==> config.mk <==
export PLATFORM = sky130hd
export DESIGN_NAME = core_host_bridge
export DESIGN_NICKNAME = d
export VERILOG_FILES = /design/src/rtl/core_if_pkg.sv /design/src/rtl/core_if_rise_det.sv /design/src/rtl/core_host_bridge.sv
export SDC_FILE = /design/constraint.sdc
export NUM_CORES = 1
export LEC_CHECK = 0
export ABC_CLOCK_PERIOD_IN_PS = 2440
export BUFFER_PORTS_ARGS = -buffer_cell sky130_fd_sc_hd__clkbuf_2
export CAP_MARGIN = 20
export CORE_ASPECT_RATIO = 1.5
export CORE_UTILIZATION = 55
export CTS_BUF_LIST = sky130_fd_sc_hd__clkbuf_4 sky130_fd_sc_hd__clkbuf_8 sky130_fd_sc_hd__clkbuf_16
export DETAILED_ROUTE_END_ITERATION = 12
export GPL_TIMING_DRIVEN = 0
export PLACE_DENSITY_LB_ADDON = 0.15
export SLEW_MARGIN = 20
export SYNTH_ARGS = -nofsm -noshare
export SYNTH_HDL_FRONTEND = slang
export SYNTH_SLANG_ARGS = --single-unit
==> constraint.sdc <==
create_clock -name clk -period 2.44 [get_ports clk]
set_input_delay 0.488 -clock clk [delete_from_list [all_inputs] [get_ports clk]]
set_output_delay 0.488 -clock clk [all_outputs]
set_load 0.005 [all_outputs]
==> src/rtl/core_if_pkg.sv <==
// Shared types and constants for the accelerator core word interface.
package core_if_pkg;

   localparam int WORD_W  = 16;
   localparam int FFT_LEN = 64;

   localparam logic [1:0] MODE_FFT = 2'b00;
   localparam logic [1:0] MODE_FIR = 2'b01;

   typedef enum logic [2:0] {
      RX_B0,
      RX_B1,
      SETUP,
      DRIVE_HI,
      DRIVE_LO
   } rx_state_e;

   typedef enum logic [2:0] {
      TX_IDLE,
      TX_REQ,
      TX_GAP,
      TX_B0,
      TX_B1
   } tx_state_e;

   // Build a word from two bytes in arrival order.
   function automatic logic [WORD_W-1:0] pack_word(input logic [7:0] first_b,
                                                   input logic [7:0] second_b,
                                                   input bit         lsb_first);
      return lsb_first ? {second_b, first_b} : {first_b, second_b};
   endfunction

   // Pick the high or low byte of a word.
   function automatic logic [7:0] word_byte(input logic [WORD_W-1:0] w,
                                            input bit                sel_hi);
      return sel_hi ? w[15:8] : w[7:0];
   endfunction

endpackage

==> src/rtl/core_if_rise_det.sv <==
// Registered rising-edge detector; the pulse is combinational from the
// current input and the registered previous value.
module core_if_rise_det (
   input  logic clk,
   input  logic rstb,
   input  logic d_i,
   output logic pulse_o
);

   logic prev_q;

   // Remember last cycle's input level.
   always_ff @(posedge clk or negedge rstb) begin
      if (!rstb) prev_q <= 1'b0;
      else       prev_q <= d_i;
   end

   assign pulse_o = d_i & ~prev_q;

endmodule

==> src/rtl/core_host_bridge.sv <==
// Host byte stream <-> accelerator core word interface bridge.
//
// state    | meaning
// ---------+------------------------------------------------------------
// RX_B0    | waiting for first host byte
// RX_B1    | waiting for second host byte
// SETUP    | load assembled word onto core_data_in, strobe still low
// DRIVE_HI | core_data_in_valid high (registered, one cycle behind state)
// DRIVE_LO | core_data_in_valid low gap before accepting the next word
// TX_IDLE  | no request outstanding
// TX_REQ   | core_tx_done high, waiting for a data_out_valid rising edge
// TX_GAP   | one low cycle on core_tx_done so the core sees a fresh edge
// TX_B0    | first captured byte offered to host
// TX_B1    | second captured byte offered to host
module core_host_bridge
   import core_if_pkg::*;
#(
   parameter int VALID_HI_CYC = 2,
   parameter int VALID_LO_CYC = 2,
   parameter bit LSB_FIRST    = 1'b1,
   parameter int REQ_TIMEOUT  = 16
) (
   input  logic              clk,
   input  logic              rstb,
   input  logic [7:0]        host_rx_byte,
   input  logic              host_rx_valid,
   output logic              host_rx_ready,
   output logic [7:0]        host_tx_byte,
   output logic              host_tx_valid,
   input  logic              host_tx_ready,
   output logic [WORD_W-1:0] core_data_in,
   output logic              core_data_in_valid,
   output logic              core_tx_done,
   input  logic [WORD_W-1:0] core_data_out,
   input  logic              core_data_out_valid,
   input  logic              core_busy,
   input  logic              pull_en,
   output logic              tx_err
);

   localparam int RX_MAX = (VALID_HI_CYC > VALID_LO_CYC) ? VALID_HI_CYC : VALID_LO_CYC;
   localparam int RX_CW  = $clog2(RX_MAX + 1);
   localparam int TX_CW  = $clog2(REQ_TIMEOUT + 1);

   localparam logic [RX_CW-1:0] HI_LOAD = RX_CW'(VALID_HI_CYC - 1);
   localparam logic [RX_CW-1:0] LO_LOAD = RX_CW'(VALID_LO_CYC - 1);
   localparam logic [TX_CW-1:0] TO_LOAD = TX_CW'(REQ_TIMEOUT - 1);

   rx_state_e          rx_state_q, rx_state_d;
   logic [RX_CW-1:0]   rx_cnt_q, rx_cnt_d;
   logic [7:0]         byte0_q, byte0_d, byte1_q, byte1_d;
   logic [WORD_W-1:0]  data_in_q, data_in_d;
   logic               valid_q, valid_d;

   tx_state_e          tx_state_q, tx_state_d;
   logic [TX_CW-1:0]   tx_cnt_q, tx_cnt_d;
   logic [WORD_W-1:0]  cap_q, cap_d;
   logic               err_q, err_d;
   logic               out_rise;

   core_if_rise_det u_rise (
      .clk     (clk),
      .rstb    (rstb),
      .d_i     (core_data_out_valid),
      .pulse_o (out_rise)
   );

   // Ingress next-state: byte assembly, setup, strobe high/low timing.
   always_comb begin
      rx_state_d = rx_state_q;
      rx_cnt_d   = rx_cnt_q;
      byte0_d    = byte0_q;
      byte1_d    = byte1_q;
      data_in_d  = data_in_q;
      valid_d    = (rx_state_q == DRIVE_HI);
      case (rx_state_q)
         RX_B0: if (host_rx_valid) begin
            byte0_d    = host_rx_byte;
            rx_state_d = RX_B1;
         end
         RX_B1: if (host_rx_valid) begin
            byte1_d    = host_rx_byte;
            rx_state_d = SETUP;
         end
         SETUP: begin
            data_in_d  = pack_word(byte0_q, byte1_q, LSB_FIRST);
            rx_cnt_d   = HI_LOAD;
            rx_state_d = DRIVE_HI;
         end
         DRIVE_HI: if (rx_cnt_q == '0) begin
            rx_cnt_d   = LO_LOAD;
            rx_state_d = DRIVE_LO;
         end else begin
            rx_cnt_d = rx_cnt_q - 1'b1;
         end
         DRIVE_LO: if (rx_cnt_q == '0) rx_state_d = RX_B0;
                   else                rx_cnt_d   = rx_cnt_q - 1'b1;
         default: rx_state_d = RX_B0;
      endcase
   end

   // Ingress registers.
   always_ff @(posedge clk or negedge rstb) begin
      if (!rstb) begin
         rx_state_q <= RX_B0;
         rx_cnt_q   <= '0;
         byte0_q    <= '0;
         byte1_q    <= '0;
         data_in_q  <= '0;
         valid_q    <= 1'b0;
      end else begin
         rx_state_q <= rx_state_d;
         rx_cnt_q   <= rx_cnt_d;
         byte0_q    <= byte0_d;
         byte1_q    <= byte1_d;
         data_in_q  <= data_in_d;
         valid_q    <= valid_d;
      end
   end

   // Egress next-state: request with timeout re-pulse, capture, serialize.
   always_comb begin
      tx_state_d = tx_state_q;
      tx_cnt_d   = tx_cnt_q;
      cap_d      = cap_q;
      err_d      = err_q | (out_rise && (tx_state_q != TX_REQ));
      case (tx_state_q)
         TX_IDLE: begin
            tx_cnt_d = TO_LOAD;
            if (pull_en && !core_busy) tx_state_d = TX_REQ;
         end
         TX_REQ: begin
            // A capture wins over a same-cycle timeout or abort.
            if (out_rise) begin
               cap_d      = core_data_out;
               tx_state_d = TX_B0;
            end else if (!pull_en || core_busy) begin
               tx_state_d = TX_IDLE;
            end else if (tx_cnt_q == '0) begin
               tx_state_d = TX_GAP;
            end else begin
               tx_cnt_d = tx_cnt_q - 1'b1;
            end
         end
         TX_GAP: begin
            tx_cnt_d   = TO_LOAD;
            tx_state_d = (pull_en && !core_busy) ? TX_REQ : TX_IDLE;
         end
         TX_B0: if (host_tx_ready) tx_state_d = TX_B1;
         TX_B1: if (host_tx_ready) tx_state_d = TX_IDLE;
         default: tx_state_d = TX_IDLE;
      endcase
   end

   // Egress registers.
   always_ff @(posedge clk or negedge rstb) begin
      if (!rstb) begin
         tx_state_q <= TX_IDLE;
         tx_cnt_q   <= '0;
         cap_q      <= '0;
         err_q      <= 1'b0;
      end else begin
         tx_state_q <= tx_state_d;
         tx_cnt_q   <= tx_cnt_d;
         cap_q      <= cap_d;
         err_q      <= err_d;
      end
   end

   // Ready is gated by rstb so it reads 0 for the whole reset interval.
   assign host_rx_ready      = rstb & ((rx_state_q == RX_B0) | (rx_state_q == RX_B1));
   assign core_data_in       = data_in_q;
   assign core_data_in_valid = valid_q;
   assign core_tx_done       = (tx_state_q == TX_REQ);
   assign host_tx_valid      = (tx_state_q == TX_B0) | (tx_state_q == TX_B1);
   assign host_tx_byte       = (tx_state_q == TX_B0) ? word_byte(cap_q, !LSB_FIRST) :
                               (tx_state_q == TX_B1) ? word_byte(cap_q,  LSB_FIRST) : 8'h00;
   assign tx_err             = err_q;

endmodule

==> results_dict.tcl, run 1 <==
set metrics [dict create \
    fmax_mhz 444 \
    total_power_mw 4.12 \
    synthArstFlopShare 1.00 \
    cp_num_buf_inv 3 \
    ant_nets 0 \
    crit_chain "inv_2 -> nor2_2 -> and2_1 -> buf_2 -> a22o_1 -> clkbuf_2" \
    overflow 0 \
    fin_crit_sh 0.923 \
    die_x_um 60.5 \
    arrival_ns 1.76 \
    path_clk_slew_ns 0.07 \
    gp_congestion 0.792 \
    num_rows 31 \
    port_buffers 59 \
    insertedDiodeCount 0 \
    slew_headroom 0.704 \
    grt_first_pass_wirelength_um 8470 \
    synth_seq_cells 64 \
    finish.instance_area_mm2 0.00342 \
    setup.worst_path.start "tx_state_q[0]$_DFFE_PN0P_" \
    crit_required_ns 1.95 \
    syn_avg_cell_area_um2 14.0 \
    antenna_found_initial 0 \
    synth_top_area_share 0.568 \
    hold_violations 0 \
    grt_pass1_vias 1887 \
    clk_path_buf_depth 2 \
    maxSlewViolCount 0 \
    max_stage_delay_ns 0.47 \
    cap_violations 0 \
    fin_crit_ns 2.25 \
    grt_setup_unrepaired "false" \
    area_delta_synth_final_pct 21.3 \
    cts_setup_buffers 0 \
    layout.nets 306 \
    synth_warnings 0 \
    initial_core_util 0.577 \
    place_area_mm2 0.00322 \
    power.density_mw_per_mm2 1200 \
    holdCritPathClass "in -> async" \
    remaining_drc_errors 0 \
    netlist_area_mm2 0.00282 \
    synthTopCellsByArea "dfrtp_1 (57%), mux2_2 (16%), mux2_4 (5.3%)" \
    worst_slew_pin_slew_ns 0.444 \
    root_buffer "clkbuf_8" \
    cellLeakagePower_nw 1.66 \
    cp-end-kind "output pin" \
    setup_violations 0 \
    ir_worst_vdd_v 0.000818 \
    clkSinkCount 64 \
    synth_ff_type "dfrtp_1" \
    fp.coreArea_mm2 0.00489 \
    clkLatencyLatePin_ns 0.33 \
    drt_first_iter_violations 71 \
    dr.pass1.iters 4 \
    cp_max_fo 10 \
    path_delay_family "flip-flops" \
    startpoint_type "register" \
    drt_wl_total_um 5120 \
    cts-htree-levels 3 \
    synth_cell_types 39 \
    dieArea_mm2 0.00543 \
    crit_slowest_cell "dfrtp_1" \
    viasPerCell 5.37 \
    setup-tns-final_ns 0 \
    grt_max_degree 43 \
    numCtsBuffers 9 \
    synth_seq_area_share 0.568 \
    pin_count 60 \
    fin_skew_ns 0.00851 \
    wire_per_inst_um 15.0 \
    status "finished, final reports clean" \
    postLayoutCoreUtil 0.700 \
    vias 1836 \
    crit_type "reg -> out" \
    synth_cells 201 \
    cts_tree "yes" \
    reg2reg_from "rx_state_q[2]$_DFFE_PN0P_" \
    track_usage 0.209 \
    synth_enable_flop_cells 0 \
    synth_nets 235 \
    drive_gt1_frac 0.514 \
    place_hpwl_um 3520 \
    die_h_um 89.7 \
    yosys.area.top_type "dfrtp_1" \
]
-- metal layers --
| metal | vias to the layer above | share of wire | track usage |
|---|---|---|---|
| li1 | 860 | - | - |
| met1 | 924 | 0.42 | 0.259 |
| met2 | 44 | 0.52 | 0.338 |
| met3 | 8 | 0.044 | 0.0446 |
| met4 | 0 | 0.013 | 0.0966 |
| met5 | - | 0 | 0 |
-- cell usage in the layout, fill, tap and decap left out, types with 6 or more instances in the layout --
master,synthesis,routed
clkbuf_8,0,13
mux2_2,39,39
mux2_4,10,10
clkbuf_2,0,58
dfrtp_1,64,64
buf_2,6,6
a22o_1,8,8
inv_1,6,6
-- sequential cells by signal (all words and copies together) (netlist names) --
name	flops
byte0_q	8
byte1_q	8
cap_q	16
core_data_in	16
core_data_in_valid	1
rx_cnt_q	2
rx_state_q	3
tx_cnt_q	5
tx_err	1
tx_state_q	3
u_rise.prev_q	1
-- logic make-up (layout without fill, tap and decap cells) --
logic type / count (synthesis) / after routing / share of synthesized area
and+or+nand+nor: 42 / 42 / 0.107
muxes: 50 / 50 / 0.212
adders and majority gates: 3 / 3 / 0.0133
AOI/OAI and AO/OA: 26 / 26 / 0.0687
DFF: 64 / 64 / 0.568
xor gates and xnor gates: 1 / 1 / 0.00310
buffers and inverters: 15 / 90 / 0.0279
-- final timing paths --
kind,to,slack [ns],cells after the start
setup / recovery,host_tx_byte[3],0.19,6
min in group clk,u_rise.prev_q$_DFF_PN0_,0.29,1
hold / removal,tx_cnt_q[4]$_DFFE_PN0P_,0.08,1
setup reg to reg,core_data_in[13]$_DFFE_PN0N_,0.72,4
hold reg to reg,tx_err$_DFF_PN0_,0.48,1
max in group asynchronous,cap_q[14]$_DFFE_PN0P_,1.83,2
-- worst reg2reg max path, delay by kind of cell (launching register included) --
kind | cells | cell delay, ns
AND/OR/NAND/NOR | 2 | 0.59
flip-flops | 1 | 0.44
multiplexers | 1 | 0.36
buffers and inverters | 1 | 0.22
-- cells in the mapped netlist, types with 2 or more instances --
| library cell | number |
|---|---|
| ha_1 | 3 |
| a211oi_1 | 3 |
| nand2_1 | 5 |
| mux2_2 | 39 |
| nor4b_4 | 2 |
| and2_1 | 2 |
| nor2b_1 | 3 |
| o21ai_0 | 2 |
| inv_1 | 6 |
| nand2b_1 | 5 |
| and4_1 | 2 |
| buf_6 | 2 |
| and3_1 | 4 |
| a22o_1 | 8 |
| o21bai_1 | 2 |
| nor3_1 | 4 |
| nand3b_1 | 2 |
| nor2_1 | 5 |
| dfrtp_1 | 64 |
| a21oi_1 | 5 |
| mux2_4 | 10 |
| buf_2 | 6 |
-- through the flow --
step	hold WS, ns	instances	setup WS (ns)
global route	0.0911	342	0.0143
finish	0.0783	342	0.188
CTS	0.0806	342	0.113
detailed placement	0.436	327	0.465
global placement	0.461	326	-0.144
floorplan	0.192	201	0.769
-- final cells by class --
cell class / instances / area [um2]
clock inverter: 2 / 12.5
multi-input combinational: 122 / 1150
buffer: 8 / 52.6
clock buffer: 13 / 179
inverter: 7 / 26.3
fill: 393 / 1470
timing repair buffer: 60 / 318
sequential: 64 / 1600
tap: 66 / 82.6
-- report_power, final --
part,internal (mW),switching [mW]
Sequential,1.54,0.269
Combinational,0.844,0.616
Clock,0.472,0.374
Total,2.86,1.26
-- timing repair --
| item | in CTS | in global routing |
|---|---|---|
| endpoints found under the setup margin | 0 | 9 |
| hold buffers | 0 | 0 |
| gates resized for setup | 0 | 2 |
(Power assumes the default switching activity.)
==> run 2, diff against run 1 <==
--- a/config.mk
+++ b/config.mk
@@ -7,12 +7,13 @@
 export LEC_CHECK = 0
 export ABC_CLOCK_PERIOD_IN_PS = 2440
 export BUFFER_PORTS_ARGS = -buffer_cell sky130_fd_sc_hd__clkbuf_2
-export CAP_MARGIN = 20
 export CORE_ASPECT_RATIO = 1.5
 export CORE_UTILIZATION = 55
 export CTS_BUF_LIST = sky130_fd_sc_hd__clkbuf_4 sky130_fd_sc_hd__clkbuf_8 sky130_fd_sc_hd__clkbuf_16
+export CTS_CLUSTER_SIZE = 8
 export DETAILED_ROUTE_END_ITERATION = 12
 export GPL_TIMING_DRIVEN = 0
+export MAX_ROUTING_LAYER = met4
 export PLACE_DENSITY_LB_ADDON = 0.15
 export SLEW_MARGIN = 20
 export SYNTH_ARGS = -nofsm -noshare
==> run 2 against run 1 <==
  * Critical path depth unchanged
  * Maximum frequency about the same
  * Sequential cell count unchanged
  * Cell area unchanged
  * Setup slack better by 0.0012 ns
  * Clock power hardly changed
  * Global-route usage increased by 0.75 points
  * Register-to-register slack about the same
  * Count of clock-buffer cells in the layout unchanged
==> results_dict.tcl, run 2 (same netlist as run 1, synthesis figures left out) <==
set metrics [dict create \
    remaining_drc_errors 0 \
    cts_setup_buffers 0 \
    grt_max_degree 43 \
    setup_violations 0 \
    die_x_um 60.5 \
    total_power_mw 4.12 \
    drt_first_iter_violations 96 \
    insertedDiodeCount 0 \
    track_usage 0.216 \
    vias 1841 \
    drive_gt1_frac 0.514 \
    fp.coreArea_mm2 0.00489 \
    layout.nets 306 \
    final-seq-area_mm2 0.00160 \
    fin_crit_sh 0.922 \
    overflow 0 \
    place_inst 327 \
    clkSinkCount 64 \
    nFillCells 393 \
    layout_commonest_cell "dfrtp_1" \
    numCtsBuffers 9 \
    dieArea_mm2 0.00543 \
    grt_first_pass_wirelength_um 8490 \
    place_hpwl_um 3520 \
    path_clk_slew_ns 0.07 \
    drt_wl_total_um 5110 \
    clkLatencyLatePin_ns 0.33 \
    fmax_mhz 444 \
    slew_headroom 0.701 \
    wire_per_inst_um 14.9 \
    cap_violations 0 \
    viasPerCell 5.38 \
    fin_crit_ns 2.25 \
    antenna_found_initial 0 \
    ir_worst_vdd_v 0.000818 \
    initial_core_util 0.577 \
    hold_violations 0 \
    die_h_um 89.7 \
    layout.cells.non_filler 342 \
    worst_slew_pin_slew_ns 0.448 \
    cp_max_fo 10 \
    cts-htree-levels 3 \
    startpoint_type "register" \
    root_buffer "clkbuf_8" \
    ant_nets 0 \
    grt_setup_unrepaired "false" \
    crit_type "reg -> out" \
    clk_path_buf_depth 2 \
    power.density_mw_per_mm2 1200 \
    cts_tree "yes" \
    area_delta_synth_final_pct 21.3 \
    pin_count 60 \
    port_buffers 59 \
    fin_skew_ns 0.00868 \
    crit_required_ns 1.95 \
    holdCritPathClass "in -> async" \
    cellLeakagePower_nw 1.66 \
    maxSlewViolCount 0 \
    num_rows 31 \
    multi_input_comb_area_mm2 0.00115 \
    status "finished, final reports clean" \
    arrival_ns 1.76 \
    gp_congestion 0.803 \
    cp-end-kind "output pin" \
    dr.pass1.iters 4 \
    mostFrequentLayoutCells "dfrtp_1 (64), clkbuf_2 (58), mux2_2 (39), clkbuf_8 (13), mux2_4 (10)" \
    grt_pass1_vias 1887 \
]
[run 2: cell counts in the layout (fill, tap and decap cells not counted)]
Identical to the previous run, type by type.
[run 2: per-stage QoR]
step	area, um2	setup TNS (ns)	hold slack (ns)	setup WS [ns]	utilization
floorplan	2820	0	0.192	0.769	-
global placement	3200	-0.144	0.461	-0.144	0.655
detailed placement	3220	0	0.436	0.465	0.659
CTS	3410	0	0.0806	0.113	0.698
global route	3420	0	0.0867	0.00991	0.700
finish	3420	0	0.0791	0.189	0.700
[run 2: worst paths after layout]
| kind | from | end | slack, ns | cells after the start |
|---|---|---|---|---|
| hold / removal | rstb | tx_state_q[0]$_DFFE_PN0P_ | 0.08 | 1 |
| min in group clk | core_data_out_valid | u_rise.prev_q$_DFF_PN0_ | 0.29 | 1 |
| setup / recovery | tx_state_q[0]$_DFFE_PN0P_ | host_tx_byte[3] | 0.19 | 6 |
| max in group asynchronous | rstb | cap_q[14]$_DFFE_PN0P_ | 1.83 | 2 |
| hold reg to reg | tx_err$_DFF_PN0_ | tx_err$_DFF_PN0_ | 0.48 | 1 |
| setup reg to reg | rx_state_q[2]$_DFFE_PN0P_ | core_data_in[13]$_DFFE_PN0N_ | 0.71 | 4 |
[run 2: what timing repair did]
item,CTS,global route
hold buffers,0,0
endpoints found under the setup margin,0,9
resized for setup,0,2
[run 2: cell type report]
class	instances	share of cell area
Multi-Input combinational cell	122	0.336
Clock buffer	13	0.0523
Tap cell	66	0.0241
Clock inverter	2	0.00366
Timing Repair Buffer	60	0.0929
Buffer	8	0.0154
Sequential cell	64	0.468
Inverter	7	0.00768
[run 2: where the power goes]
group / switching (mW) / internal (mW)
sequential: 0.269 / 1.54
clock: 0.372 / 0.472
combinational: 0.617 / 0.844
total: 1.26 / 2.86
[run 2: worst max-delay path: stages (launching register included)]
cell	delay (ns)
dfrtp_1	0.47
inv_2	0.12
nor2_2	0.21
and2_1	0.15
buf_2	0.20
a22o_1	0.17
clkbuf_2	0.11
[run 2: per-layer routing]
layer / part of all wire / routed length (um) / GRT usage
met1: 0.42 / 2150 / 0.268
met5: 0 / 0 / -
met3: 0.052 / 264 / 0.0547
met2: 0.52 / 2640 / 0.334
met4: 0.011 / 55 / 0.0852
